**config.mk**
```make
export PLATFORM = sky130hd
export DESIGN_NAME = image_cell_feeder
export DESIGN_NICKNAME = d
export VERILOG_FILES = /design/src/rtl/image_cell_feeder.sv
export SDC_FILE = /design/constraint.sdc
export NUM_CORES = 1
export LEC_CHECK = 0
export CORE_MARGIN = 5
export CORE_UTILIZATION = 45
export DETAILED_ROUTE_END_ITERATION = 8
export MAX_ROUTING_LAYER = met4
export PLACE_DENSITY = 0.67
export SYNTH_ARGS = -nofsm -noshare
export SYNTH_HDL_FRONTEND = slang
export SYNTH_SLANG_ARGS = --single-unit
```
**constraint.sdc**
```tcl
create_clock -name clk -period 4.8 [get_ports clk]
set_clock_uncertainty 0.1 [all_clocks]
set_input_delay 0.48 -clock clk [delete_from_list [all_inputs] [get_ports clk]]
set_output_delay 0.48 -clock clk [all_outputs]
set_load 0.01 [all_outputs]
```
**src/rtl/image_cell_feeder.sv**
```systemverilog
// Sequencer feeding the cell processor: latches per-job opcode/user input, issues source
// cell pairs, captures processedCell after PROC_LAT edges into a credit-guarded result FIFO.
module image_cell_feeder #(
   parameter int unsigned CELL_W     = 8,
   parameter int unsigned LEN_W      = 16,
   parameter int unsigned PROC_LAT   = 2,
   parameter int unsigned FIFO_DEPTH = 4,
   parameter int unsigned OPC_W      = 4,
   parameter int unsigned USER_W     = 8
) (
   input  logic              clk,
   input  logic              rst,
   input  logic              start,
   input  logic [OPC_W-1:0]  job_opcode,
   input  logic [USER_W-1:0] job_user,
   input  logic [LEN_W-1:0]  job_len,
   output logic              busy,
   output logic              done,
   input  logic              src_valid,
   output logic              src_ready,
   input  logic [CELL_W-1:0] src_a,
   input  logic [CELL_W-1:0] src_b,
   output logic [CELL_W-1:0] cellA,
   output logic [CELL_W-1:0] cellB,
   output logic [USER_W-1:0] userInputA,
   output logic [OPC_W-1:0]  opcode,
   input  logic [CELL_W-1:0] processedCell,
   output logic              res_valid,
   input  logic              res_ready,
   output logic [CELL_W-1:0] res_data,
   output logic              res_last
);

   localparam int unsigned PTR_W = $clog2(FIFO_DEPTH);
   localparam int unsigned CNT_W = $clog2(FIFO_DEPTH + PROC_LAT + 1);

   typedef enum logic [1:0] {S_IDLE, S_RUN, S_DRAIN, S_DONE} state_t;

   state_t              r_state, w_next;
   logic [LEN_W-1:0]    r_len, r_issued, r_popped, r_capidx;
   logic [PROC_LAT-1:0] r_vld;
   logic [CELL_W-1:0]   r_mem [FIFO_DEPTH];
   logic [FIFO_DEPTH-1:0] r_mem_last;
   logic [PTR_W-1:0]    r_wptr, r_rptr;
   logic [CNT_W-1:0]    r_count, w_inflight;
   logic [CELL_W-1:0]   r_cellA, r_cellB;
   logic [OPC_W-1:0]    r_opcode;
   logic [USER_W-1:0]   r_user;
   logic                w_start_ok, w_issue, w_capture, w_pop;

   always_comb begin
      w_inflight = '0;
      for (int unsigned i = 0; i < PROC_LAT; i++)
         w_inflight = w_inflight + CNT_W'(r_vld[i]);
   end

   // Credit covers both stored results and pairs still inside the processor pipeline.
   assign src_ready  = (r_state == S_RUN) && (r_issued < r_len) &&
                       ((r_count + w_inflight) < CNT_W'(FIFO_DEPTH));
   assign w_start_ok = (r_state == S_IDLE) && start;
   assign w_issue    = src_valid && src_ready;
   assign w_capture  = r_vld[PROC_LAT-1];
   assign res_valid  = (r_count != '0);
   assign w_pop      = res_valid && res_ready;
   assign res_data   = r_mem[r_rptr];
   assign res_last   = r_mem_last[r_rptr];
   assign busy       = (r_state != S_IDLE);
   assign done       = (r_state == S_DONE);
   assign cellA      = r_cellA;
   assign cellB      = r_cellB;
   assign opcode     = r_opcode;
   assign userInputA = r_user;

   always_comb begin
      w_next = r_state;
      case (r_state)
         S_IDLE:  if (start) w_next = (job_len != '0) ? S_RUN : S_DONE;
         S_RUN:   if (r_issued == r_len) w_next = S_DRAIN;
         S_DRAIN: if (r_popped == r_len) w_next = S_DONE;
         S_DONE:  w_next = S_IDLE;
         default: w_next = S_IDLE;
      endcase
   end

   always_ff @(posedge clk or negedge rst) begin
      if (!rst) begin
         r_state  <= S_IDLE;
         r_len    <= '0;
         r_issued <= '0;
         r_popped <= '0;
         r_opcode <= '0;
         r_user   <= '0;
         r_cellA  <= '0;
         r_cellB  <= '0;
         r_vld    <= '0;
      end else begin
         r_state <= w_next;
         if (w_start_ok) begin
            r_len    <= job_len;
            r_opcode <= job_opcode;
            r_user   <= job_user;
            r_issued <= '0;
            r_popped <= '0;
         end
         if (w_issue) begin
            r_cellA  <= src_a;
            r_cellB  <= src_b;
            r_issued <= r_issued + 1'b1;
         end
         if (w_pop)
            r_popped <= r_popped + 1'b1;
         r_vld <= PROC_LAT'({r_vld, w_issue});
      end
   end

   always_ff @(posedge clk or negedge rst) begin
      if (!rst) begin
         for (int unsigned i = 0; i < FIFO_DEPTH; i++)
            r_mem[i] <= '0;
         r_mem_last <= '0;
         r_wptr     <= '0;
         r_rptr     <= '0;
         r_count    <= '0;
         r_capidx   <= '0;
      end else begin
         if (w_start_ok)
            r_capidx <= '0;
         if (w_capture) begin
            r_mem[r_wptr]      <= processedCell;
            r_mem_last[r_wptr] <= (r_capidx == r_len - LEN_W'(1));
            r_wptr             <= r_wptr + 1'b1;
            r_capidx           <= r_capidx + 1'b1;
         end
         if (w_pop)
            r_rptr <= r_rptr + 1'b1;
         case ({w_capture, w_pop})
            2'b10:   r_count <= r_count + 1'b1;
            2'b01:   r_count <= r_count - 1'b1;
            default: r_count <= r_count;
         endcase
      end
   end

endmodule

```
Word-level counts from Yosys, hierarchy flattened
Cells that the tools add are included.
Storage, ports and cells
  flip-flop bits (word level): 139
  bits of input ports: 57
  output and inout bits: 41
Operators by class
  reductions and logical operators: 16
  magnitude comparators: 8
  add/sub/neg operators: 10
  multiplexer cells: 21
  bitwise operators: 2
  equality and inequality tests: 11
Operators with widths (count)
  16-bit 2-to-1 mux: 4
  16-bit by 1-bit adder with 16-bit output, second input constant: 3
  16-bit == test: 3
  32-bit bitwise mux: 1
  8-bit 2-to-1 mux: 3
  8-bit binary-select mux with 2-bit select: 1
  8-bit demux with 2-bit select: 1
  16-bit < comparator: 1
  16-bit nonzero test: 1
  16-bit by 1-bit subtractor with 16-bit output, second input constant: 1
  2-bit nonzero test: 5
  2-bit 2-to-1 mux: 4
  2-bit one-hot mux with 4 select lines: 1
  1-bit logical AND: 7
  2-bit == test, second input constant: 3
  3-bit greater-or-equal comparator, second input constant: 2
  2-bit by 3-bit < comparator with 1-bit output, second input constant: 2
  2-bit inverter with 3-bit output: 2
  3-bit one-hot mux with 2 select lines: 1
  2-bit by 1-bit adder with 2-bit output, second input constant: 2
  4-bit bitwise mux: 1
  2-bit by 1-bit == test with 1-bit output, second input constant: 2
  2-bit != test, second input constant: 2
  3-bit by 1-bit adder with 3-bit output, second input constant: 1
  13 further kinds: 14

Longest topological paths before layout
Gate-level depths: netlist of run 1.
  word-level depth: 6
  depth in mapped cells: 10

Worst setup path after synthesis of run 1
OpenSTA, ideal clock, no wires.
  path kind: reg-to-reg
  start: register r_len[8]
  end: register r_issued[10]
  arrival: 2226 ps
  cell stages (with the launch flop): 10
  required time: 4574 ps
  period minus slack after synthesis: 2452 ps
  library setup time: 126 ps
  slack: 2348 ps
  path through: dfrtp_1 clkbuf_1 inv_1 ha_1 nand4_1 a2111o_1 o21ai_2 clkbuf_1 nor3_1 a221o_1
On the way
  cells in the longest elaborated chain, start to end: 5
  elaborated cells between the ends (all ways): 6
  those cells by class: 1 x order compare; 1 x mux; 4 x reduce/logical
Ends and longest elaborated chain
  start, declared: line 40  | logic [LEN_W-1:0] r_len, r_issued, r_popped, r_capidx;
  start signal, assigned: line 99  | r_len <= job_len;
  16-bit < comparator (*): line 58  | assign src_ready = (r_state == S_RUN) && (r_issued < r_len) &&
  1-bit logical AND (*) (2 in series): line 58
  1-bit logical AND (*): line 61  | assign w_issue = src_valid && src_ready;
  16-bit 2-to-1 mux / 2-bit nonzero test (equally long branches)
  end signal, assigned: line 108  | r_issued <= r_issued + 1'b1;
  end, declared: line 40
Every way passes the cells marked *; elsewhere a longest branch is shown, timed or not.
A chain may end at the register's enable or synchronous reset.

Final worst setup path of run 1
  start: register r_len[5]
  end: output src_ready
On the way
  cells in the longest elaborated chain, start to end: 3
Ends and longest elaborated chain
  16-bit < comparator: line 58
  1-bit logical AND (2 in series): line 58
  end, declared: line 20  | output logic src_ready,
Every way passes these cells.

==> summary.txt, run 1 <==
Routing
  • Vias per inst: ~5.6
  • Post-DR wirelength/cell: 17.7 µm
  • Drt drc: 0
  • DRT antenna net count: 0
  • Total vias in the final route: between 5000 and 6000
  • Routed wire length: between 15000 and 20000 µm
  • DRT iter0 DRCs: 324
  • Iteration count of the initial detailed-routing pass: 5

Synth
  • Mean post-synth cell area: a little over 10 µm²
  • Synthesized area: roughly 7500 µm²
  • Mapped Cells: just over 700
  • Syn Nets: roughly 810
  • Post-synth cell types: 58
  • Synth area leader: dfrtp_1
  • Synth warn: 0
  • Sequential-to-total area share from yosys stat: between 40% and 50%
  • Synth top area cells: dfrtp_1 (46%), mux2_2 (6.8%), ha_1 (5.2%)
  • Yosys reg bits: between 100 and 150
  • Async set or reset register ratio after synthesis: 100%
  • EDFF count, synth: 0
  • Main synth FF type: dfrtp_1
  • Yosys top cell area share: between 40% and 50%

Clocking
  • Post-CTS Repair Setup Buffers: 0
  • CTS tree: built
  • Cts repair resizes: 0
  • Clock Tree Buf Depth: 2
  • H-tree level count: 4
  • Clock transition at the registers of the reported paths: roughly 0.060 ns
  • Post-CTS Hold Fix Bufs: 0
  • Clock insertion delay at the later pin of the skew report: between 0.4 and 0.5 ns
  • CTS Buf Count: 17
  • Clock Sinks: 139
  • Root buf cell: clkbuf_16

Die
  • Die Height: 139 µm
  • Die width: between 100 and 150 µm
  • Total Die Area: 19300 µm²
  • Std-Cell Rows: 47
  • Core region area: between 15000 and 20000 µm²
  • Initial Utilization: 45.4%
  • I/O pin count: a little under 100

Status
  • Status: finished clean

Final layout
  • Most frequent cells in the layout: dfrtp_1 (139), nand2_1 (99), clkdlybuf4s50_1 (96), o21ai_0 (47), mux2_2 (45)
  • Fin area: around 9200 µm²
  • Register Area: ~3500 µm²
  • Layout area overhead: 22.9%
  • Most common cell after layout, fill and taps aside: dfrtp_1
  • Layout cells sized above 1: a little under an eighth
  • Layout Nets: 896
  • Ant diodes: 0
  • Area occupied by multi-input gates: approximately 3700 µm²
  • # fillers: 1424

Setup path
  • Nature of the critical path endpoint: output pin
  • WP data required: roughly 4.2 ns
  • CP delay by family, top: compound AO/OA/AOI/OAI gates
  • Worst path cell trace: inv_1 > ha_1 > a21oi_1 > o21ai_1 > a21oi_1 > o21a_1 > and3_1 > clkdlybuf4s50_1
  • CP max FO: 10
  • CP bufs+invs: 2
  • Worst Setup Path Type: register to output pin
  • Critical Path AT: between 2 and 3 ns
  • Cell at the slowest stage of the critical path: dfrtp_1
  • CP most frequent cell: a21oi_1
  • Peak per-stage delay on the critical path: approximately 0.57 ns
  • Worst setup SP type: register

Min path
  • Min-delay worst type: input pin to asynchronous set/reset pin

Timing
  • Period minus WS final: between 3 and 4 ns
  • Worst-Margin Slew: 1.13 ns
  • F_max: between 200 and 300 MHz
  • Rel. slew slack: 24.4%
  • Setup-failing EPs final: 0
  • Final hold vios: 0
  • Final period util: between 70% and 80%
  • Max Transition Viols Final: 0
  • Sum Neg Setup Slack: 0 ns
  • Unrepaired setup endpoints after global routing: false

Global route
  • Vias in the first global route: 6080
  • Global route total overflow: 0
  • First-pass GRT wire length: approximately 30000 µm
  • Gr usage total: between 20% and 30%
  • Pin count of the biggest net entering global routing: between 100 and 150
  • Initial antenna violation count: 0

Placed design
  • Dpl hpwl: about 13000 µm
  • DP Area: between 8000 and 9000 µm²
  • PortBufs: 97
  • Routability cong.: around 0.95

Pwr
  • P per Cell Area: 327 nW/µm²
  • Max VDD drop: between 0.2 and 0.25 mV
  • Leak: ~4.1 nW

Flow run
  • Maxcap violations: 0
-- flip-flops by register name, summed over array words and instances (netlist names), 3 cells and up --
name,count
opcode,4
cellB,8
r_issued,16
userInputA,8
r_count,3
cellA,8
r_capidx,16
r_mem_last,4
r_popped,16
r_len,16
r_mem,32
-- layout make-up --
class	count	share of cell area [%]
Multi-Input combinational cell	516	40.7
Sequential cell	139	37.8
Timing Repair Buffer	100	10.8
Clock buffer	27	5.69
Tap cell	220	2.99
Inverter	33	1.35
Clock inverter	5	0.612
-- cells in the mapped netlist (4+ instances only) --
cell type,n
nand4_1,19
o22ai_1,5
clkbuf_1,21
nor2_1,26
mux4_2,9
nor2b_1,4
mux2i_1,5
buf_1,4
nor4_1,6
nand2_1,99
and3_1,14
a21oi_1,14
o21ai_0,47
dfrtp_1,139
or3_1,5
o21ai_1,13
mux2_2,45
mux2_1,16
a221o_1,9
nor3_1,15
xor2_1,13
buf_2,5
a31oi_1,8
ha_1,31
inv_1,33
a21o_1,4
nand3_1,24
xnor2_1,42
a211oi_1,4
-- per-layer routing --
| layer | part of all wire (%) | wire length [µm] | vias up | track usage (%) |
|---|---|---|---|---|
| met3 | 4.7 | 871 | 35 | 3.86 |
| met2 | 48 | 8810 | 155 | 31.8 |
| met1 | 44 | 8160 | 2885 | 26.0 |
| met5 | 0 | 0 | - | - |
| met4 | 2.8 | 519 | 0 | 7.67 |
| li1 | - | - | 2740 | - |
-- kinds of logic (layout without fill, tap and decap cells) --
logic type               Yosys count  after routing  share of synthesized area, %
XOR/XNOR                          55             55                          6.44
AND/OR/NAND/NOR                  233            233                          15.5
multiplexers                      75             75                          12.6
adder cells (fa/ha/maj)           32             32                          5.45
flip-flops                       139            139                          46.5
AO/OA/AOI/OAI                    121            121                          10.1
buffers and inverters             65            165                          3.49
-- stage by stage --
step                      setup WS [ns]  total power, mW  instances  hold WS (ns)  util, %
final                              1.39             3.01       1040        0.0756     55.9
after global routing               1.22             3.15       1040         0.159     55.9
after CTS                          1.37             3.05       1040         0.114     55.9
after detailed placement           1.67             1.76       1008         0.280     52.3
after global placement             1.76             1.75       1008         0.266     52.3
after floorplan                    2.35             1.54        720        0.0844        -
-- worst register-to-register path: cells and delay by family (launching register included) --
kind	cells	cell delay, ns
fa+ha+maj	1	0.33
flops	1	0.43
simple gates	3	1.32
compound gates	2	0.32
buf+inv	1	0.13
mux	1	0.40
-- where the power goes --
group	internal, mW	total, mW	switching (mW)
Clock	0.795	1.27	0.477
Sequential	1.22	1.32	0.0945
Combinational	0.245	0.420	0.175
Total	2.26	3.01	0.747
-- final timing paths --
kind | startpoint | to | slack (ns) | cells past startpoint
max | r_len[5] | src_ready | 1.39 | 8
min | rst | r_len[15] | 0.08 | 1
max reg2reg | r_len[13] | cellB[2] | 1.64 | 8
min reg2reg | r_vld[0] | r_vld[1] | 0.29 | 0
max in group asynchronous | rst | cellB[3] | 3.46 | 2
min in group clk | r_vld[0] | r_vld[1] | 0.29 | 0
Power figures use the tool's default switching activity.
==> run 2: changes to the inputs <==
--- a/config.mk
+++ b/config.mk
@@ -9,7 +9,7 @@
 export CORE_UTILIZATION = 45
 export DETAILED_ROUTE_END_ITERATION = 8
 export MAX_ROUTING_LAYER = met4
-export PLACE_DENSITY = 0.67
+export PLACE_DENSITY = 0.7
 export SYNTH_ARGS = -nofsm -noshare
 export SYNTH_HDL_FRONTEND = slang
 export SYNTH_SLANG_ARGS = --single-unit
==> constraint.sdc (replaced) <==
create_clock -name clk -period 2.93 [get_ports clk]
set_clock_uncertainty 0.1 [all_clocks]
set_input_delay 0.293 -clock clk [delete_from_list [all_inputs] [get_ports clk]]
set_output_delay 0.293 -clock clk [all_outputs]
set_load 0.01 [all_outputs]
==> summary.txt, run 2 (synthesized netlist as in run 1, its figures left out) <==
Status
  • Status: finished clean

Global route
  • Global route total overflow: 0
  • Pin count of the biggest net entering global routing: 52
  • First-pass GRT wire length: ~30000 µm
  • Initial antenna violation count: 0
  • Vias in the first global route: 5902
  • Gr usage total: roughly 20%

Setup path
  • Worst Setup Path Type: register to output pin
  • WP data required: between 2 and 3 ns
  • Nature of the critical path endpoint: output pin
  • CP max FO: 3
  • Worst setup SP type: register
  • Critical Path AT: between 2 and 2.5 ns

Routing
  • DRT antenna net count: 0
  • Drt drc: 0
  • Routed wire length: roughly 18000 µm
  • Vias per inst: roughly 5.4
  • Post-DR wirelength/cell: approximately 17 µm
  • DRT iter0 DRCs: 334
  • Total vias in the final route: roughly 5700
  • Iteration count of the initial detailed-routing pass: 5

Clocking
  • Clock Tree Buf Depth: 2
  • CTS Buf Count: 17
  • CTS tree: built
  • Clock Sinks: between 100 and 150
  • Root buf cell: clkbuf_16
  • Clock insertion delay at the later pin of the skew report: 0.42 ns
  • H-tree level count: 4
  • Clock transition at the registers of the reported paths: approximately 0.06 ns

Die
  • Initial Utilization: a little under half
  • Total Die Area: roughly 19000 µm²
  • Die width: roughly 140 µm
  • Die Height: 139 µm
  • I/O pin count: 98
  • Std-Cell Rows: 47
  • Core region area: about 16000 µm²

Pwr
  • Max VDD drop: ~0.42 mV
  • Leak: about 4.2 nW
  • P per Cell Area: roughly 550 nW/µm²

Final layout
  • Most flops, register: r_mem
  • Layout cells sized above 1: between 10% and 20%
  • Layout Nets: about 920
  • Final cell count without fillers: ~1100
  • Most frequent cells in the layout: dfrtp_1 (135), nand2_1 (99), clkdlybuf4s50_1 (95), o21ai_0 (47), mux2_2 (45)
  • Layout area overhead: 26.1%
  • Fin area: around 9400 µm²
  • Largest register FFs: 32
  • Most common cell after layout, fill and taps aside: dfrtp_1
  • Ant diodes: 0

Timing
  • Final worst slack: 0.176 ns
  • F_max: about 360 MHz
  • Period minus WS final: 2.75 ns
  • Final hold vios: 0
  • Sum Neg Setup Slack: 0 ns
  • Unrepaired setup endpoints after global routing: false
  • Worst-Margin Slew: ~0.63 ns
  • Setup-failing EPs final: 0
  • Rel. slew slack: just under 60%
  • Max Transition Viols Final: 0
  • Final period util: between 90% and 100%

Placed design
  • PortBufs: between 90 and 100
  • Pre-CTS setup slack: about 0.22 ns
  • DP Area: between 8000 and 9000 µm²
  • Dpl hpwl: approximately 13000 µm
  • Placed Cells: ~1000
  • Routability cong.: 0.931

Flow run
  • Maxcap violations: 0

Min path
  • Min-delay worst type: input pin to asynchronous set/reset pin
## run 2: cell count changes in the layout (fill, tap and decap cells not counted), moves of 2 or more
cell,before,now
clkbuf_1,4,0
clkbuf_8,6,0
bufinv_16,1,4
dfrtp_2,0,4
clkinv_2,2,0
inv_6,0,4
clkinvlp_4,1,5
dfrtp_1,139,135
buf_4,3,23
## run 2: worst max-delay path, cell delays in order (launching register included)
cell	delay (ns)
dfrtp_1	0.39
inv_1	0.09
ha_1	0.29
nor2b_1	0.13
o211ai_1	0.10
a2111o_1	0.45
o21a_1	0.15
and3_1	0.20
clkbuf_2	0.13
## run 2: report_power, final
group          switching, mW  total [mW]  internal [mW]
registers              0.117        2.12           2.00
clock network          0.897        2.34           1.44
logic                  0.318       0.741          0.423
## run 2: repair_timing
| item | CTS | global route |
|---|---|---|
| endpoints found under the setup margin | 1 | 1 |
| pin swaps | 0 | 1 |
| hold buffers | 1 | 0 |
| gates resized for setup | 4 | 3 |
| setup buffers | 2 | 1 |
| endpoints found under the hold margin | 46 | 0 |
## run 2: worst paths after layout
check | slack [ns] | cells past startpoint | startpoint | endpoint
max | 0.18 | 8 | r_len[1] | src_ready
min | 0.26 | 2 | rst | userInputA[4]
max reg2reg | 0.39 | 8 | r_len[0] | r_mem_last[3]
min reg2reg | 0.36 | 0 | r_vld[0] | r_vld[1]
max in group asynchronous | 1.79 | 3 | rst | r_popped[14]
min in group clk | 0.36 | 0 | r_vld[0] | r_vld[1]
## run 2: layer usage
metal	vias up	track usage, %	wire length, µm
li1	2781	-	-
met5	-	-	0
met3	30	5.10	892
met4	0	5.15	374
met1	2780	25.7	8270
met2	152	30.2	8390
## run 2: final cells by class
class	instances	area [µm²]
fill	1421	7030
multi-input combinational	516	3740
sequential	139	3480
timing repair buffer	122	1170
clock buffer	17	425
tap	220	275
clock inverter	15	213
inverter	33	124
## run 2: per-stage QoR
stage / total power, mW / hold slack [ns] / util (%)
after floorplan: 2.52 / -0.103 / -
after global placement: 2.89 / 0.161 / 53.2
after detailed placement: 2.91 / 0.161 / 53.2
after CTS: 5.26 / 0.274 / 57.3
after global routing: 5.43 / 0.323 / 57.3
final: 5.20 / 0.258 / 57.3
==> run 3: changes to the inputs <==
--- a/config.mk
+++ b/config.mk
@@ -5,11 +5,13 @@
 export SDC_FILE = /design/constraint.sdc
 export NUM_CORES = 1
 export LEC_CHECK = 0
+export CELL_PAD_IN_SITES_DETAIL_PLACEMENT = 1
+export CELL_PAD_IN_SITES_GLOBAL_PLACEMENT = 1
 export CORE_MARGIN = 5
-export CORE_UTILIZATION = 45
+export CORE_UTILIZATION = 39
 export DETAILED_ROUTE_END_ITERATION = 8
 export MAX_ROUTING_LAYER = met4
-export PLACE_DENSITY = 0.7
+export PLACE_DENSITY_LB_ADDON = 0.1
 export SYNTH_ARGS = -nofsm -noshare
 export SYNTH_HDL_FRONTEND = slang
 export SYNTH_SLANG_ARGS = --single-unit
==> constraint.sdc (replaced) <==
create_clock -name clk -period 2.93 [get_ports clk]
set_clock_uncertainty 0.1 [all_clocks]
set_input_delay 0.293 -clock clk [delete_from_list [all_inputs] [get_ports clk]]
set_output_delay 0.293 -clock clk [all_outputs]
set_load 0.05 [all_outputs]
==> summary.txt, run 3 (synthesized netlist as in run 1, its figures left out) <==
Final layout
  • Most common cell after layout, fill and taps aside: dfrtp_1
  • # fillers: 2045
  • Most frequent cells in the layout: dfrtp_1 (136), nand2_1 (99), clkdlybuf4s50_1 (95), o21ai_0 (47), mux2_2 (45)
  • Layout area overhead: 25.9%
  • Layout cells sized above 1: around 15%
  • Largest register FFs: 32
  • Most flops, register: r_mem
  • Ant diodes: 0
  • Layout Nets: between 900 and 1000

Routing
  • Post-DR wirelength/cell: 19.1 µm
  • DRT iter0 DRCs: 182
  • DRT antenna net count: 0
  • Vias per inst: 5.40
  • Routed wire length: between 20000 and 25000 µm
  • Drt drc: 0
  • Iteration count of the initial detailed-routing pass: 4
  • Total vias in the final route: between 5000 and 6000

Die
  • Total Die Area: 22100 µm²
  • Core region area: ~19000 µm²
  • Initial Utilization: between 30 and 40%
  • I/O pin count: between 90 and 100
  • Std-Cell Rows: 50
  • Die Height: ~150 µm
  • Die width: approximately 150 µm

Pwr
  • Leak: around 4.2 nW
  • P per Cell Area: ~550 nW/µm²
  • Clock group share of total power: ~40%
  • Comb power frac: 18.5%
  • Sw Ratio: ~30%
  • Pint: ~3.6 mW
  • Seq pwr share: 41.3%
  • Switching power: roughly 1.6 mW
  • Max VDD drop: roughly 0.38 mV

Clocking
  • Root buf cell: clkbuf_16
  • Clock Tree Buf Depth: 2
  • H-tree level count: 4
  • CTS Buf Count: 17
  • Clock insertion delay at the later pin of the skew report: roughly 0.43 ns
  • CTS tree: built
  • Clock transition at the registers of the reported paths: roughly 0.06 ns
  • Clock Sinks: roughly 140

Global route
  • Global route total overflow: 0
  • Pin count of the biggest net entering global routing: 72
  • Routing usage on met2: between 30 and 40%
  • Met1 Usage GRT: between 20% and 30%
  • Initial antenna violation count: 0
  • Global routing's busiest layer: met2
  • Met3 Use GR: 4.36%
  • First-pass GRT wire length: between 30000 and 40000 µm
  • Vias in the first global route: between 6000 and 7000
  • Gr usage total: roughly a fifth

Timing
  • Final worst slack: between 0.1 and 0.15 ns
  • Final period util: a little over nine tenths
  • Sum Neg Setup Slack: 0 ns
  • Setup-failing EPs final: 0
  • Period minus WS final: approximately 2.8 ns
  • Final hold vios: 0
  • F_max: about 350 MHz
  • Rel. slew slack: 48.9%
  • Max Transition Viols Final: 0
  • Unrepaired setup endpoints after global routing: false
  • Worst-Margin Slew: between 0.7 and 0.8 ns

Placed design
  • PortBufs: between 90 and 100
  • Dpl hpwl: 15500 µm
  • Routability cong.: 0.871
  • Pre-CTS setup slack: 0.213 ns

Setup path
  • Critical R2R Capture: r_mem_last[2]
  • Critical Path AT: 2.42 ns
  • R2R setup slack: 0.23 ns
  • WP data required: ~2.5 ns
  • CP delay by family, top: compound AO/OA/AOI/OAI gates
  • Worst Setup Path Type: register to output pin
  • Worst path cell trace: inv_1 > ha_1 > a21oi_1 > a2111o_1 > o21a_2 > and3_2 > buf_12
  • CP bufs+invs: 2
  • Reg-to-reg startpoint: r_len[0]
  • Peak per-stage delay on the critical path: around 0.46 ns
  • CP max FO: 7
  • Worst setup SP type: register
  • Nature of the critical path endpoint: output pin
  • R2R cell count: 9
  • Cell at the slowest stage of the critical path: dfrtp_2

Flow run
  • Maxcap violations: 0

Min path
  • Hold Path Sink: r_vld[1]
  • Min-Delay Path Depth: 0
  • Min-delay worst type: register to register
  • Min-delay src: r_vld[0]

Status
  • Status: finished clean
-- run 3: cell count changes in the layout (fill, tap and decap cells not counted), moves of 2 or more --
cell,change
clkinvlp_4,-3
clkinv_4,+4
bufinv_16,-4
clkbuf_8,+2
-- run 3: worst max-delay path by stage --
stage | start | end | cells after the start | slack [ns]
3_3_place_gp | r_len[0] | r_mem_last[2] | 8 | 0.27
6_report | r_len[3] | src_ready | 7 | 0.11
4_1_cts | r_len[14] | src_ready | 7 | 0.005
3_5_place_dp | r_len[3] | cellB[3] | 7 | 0.21
2_1_floorplan | r_count[0] | r_count[2] | 10 | 0.39
5_1_grt | r_len[1] | src_ready | 8 | 0.01
-- run 3: what timing repair did --
action | CTS | global route
endpoints found under the setup margin | 1 | 5
hold buffers | 1 | 0
pin swaps | 0 | 2
setup buffers | 1 | 3
resized for setup | 2 | 3
gates cloned | 0 | 0
endpoints found under the hold margin | 69 | 0
-- run 3: final cells by class --
type	count	area [µm²]	share of cell area (%)
inverter	33	124	1.32
multi-input combinational	516	3750	39.8
tap	260	325	3.45
sequential	139	3480	37.0
timing repair buffer	121	1180	12.5
clock inverter	13	110	1.17
clock buffer	19	453	4.81
-- run 3: metrics by stage --
stage | total power, mW | cells | hold WS, ns | utilization [%] | instance area (µm²)
floorplan | 2.74 | 720 | -0.103 | - | 7480
global placement | 3.10 | 1064 | 0.264 | 46.8 | 8810
detailed placement | 3.13 | 1064 | 0.271 | 46.8 | 8810
CTS | 5.21 | 1098 | 0.288 | 49.9 | 9390
global route | 5.37 | 1101 | 0.305 | 50.0 | 9420
finish | 5.14 | 1101 | 0.288 | 50.0 | 9420
-- run 3: layer usage --
layer	up-vias	share of wire (%)
met5	-	0
met4	0	1.2
met3	21	3.9
met2	119	49
met1	3033	46
li1	2775	-
-- run 3: power by group through the flow --
| stage | logic [mW] | registers [mW] | clock network (mW) |
|---|---|---|---|
| floorplan | 0.644 | 2.10 | 0 |
| detailed placement | 0.970 | 2.16 | 0 |
| global route | 1.03 | 2.13 | 2.21 |
| finish | 0.950 | 2.12 | 2.07 |
| CTS | 0.974 | 2.12 | 2.11 |
| global placement | 0.945 | 2.15 | 0 |
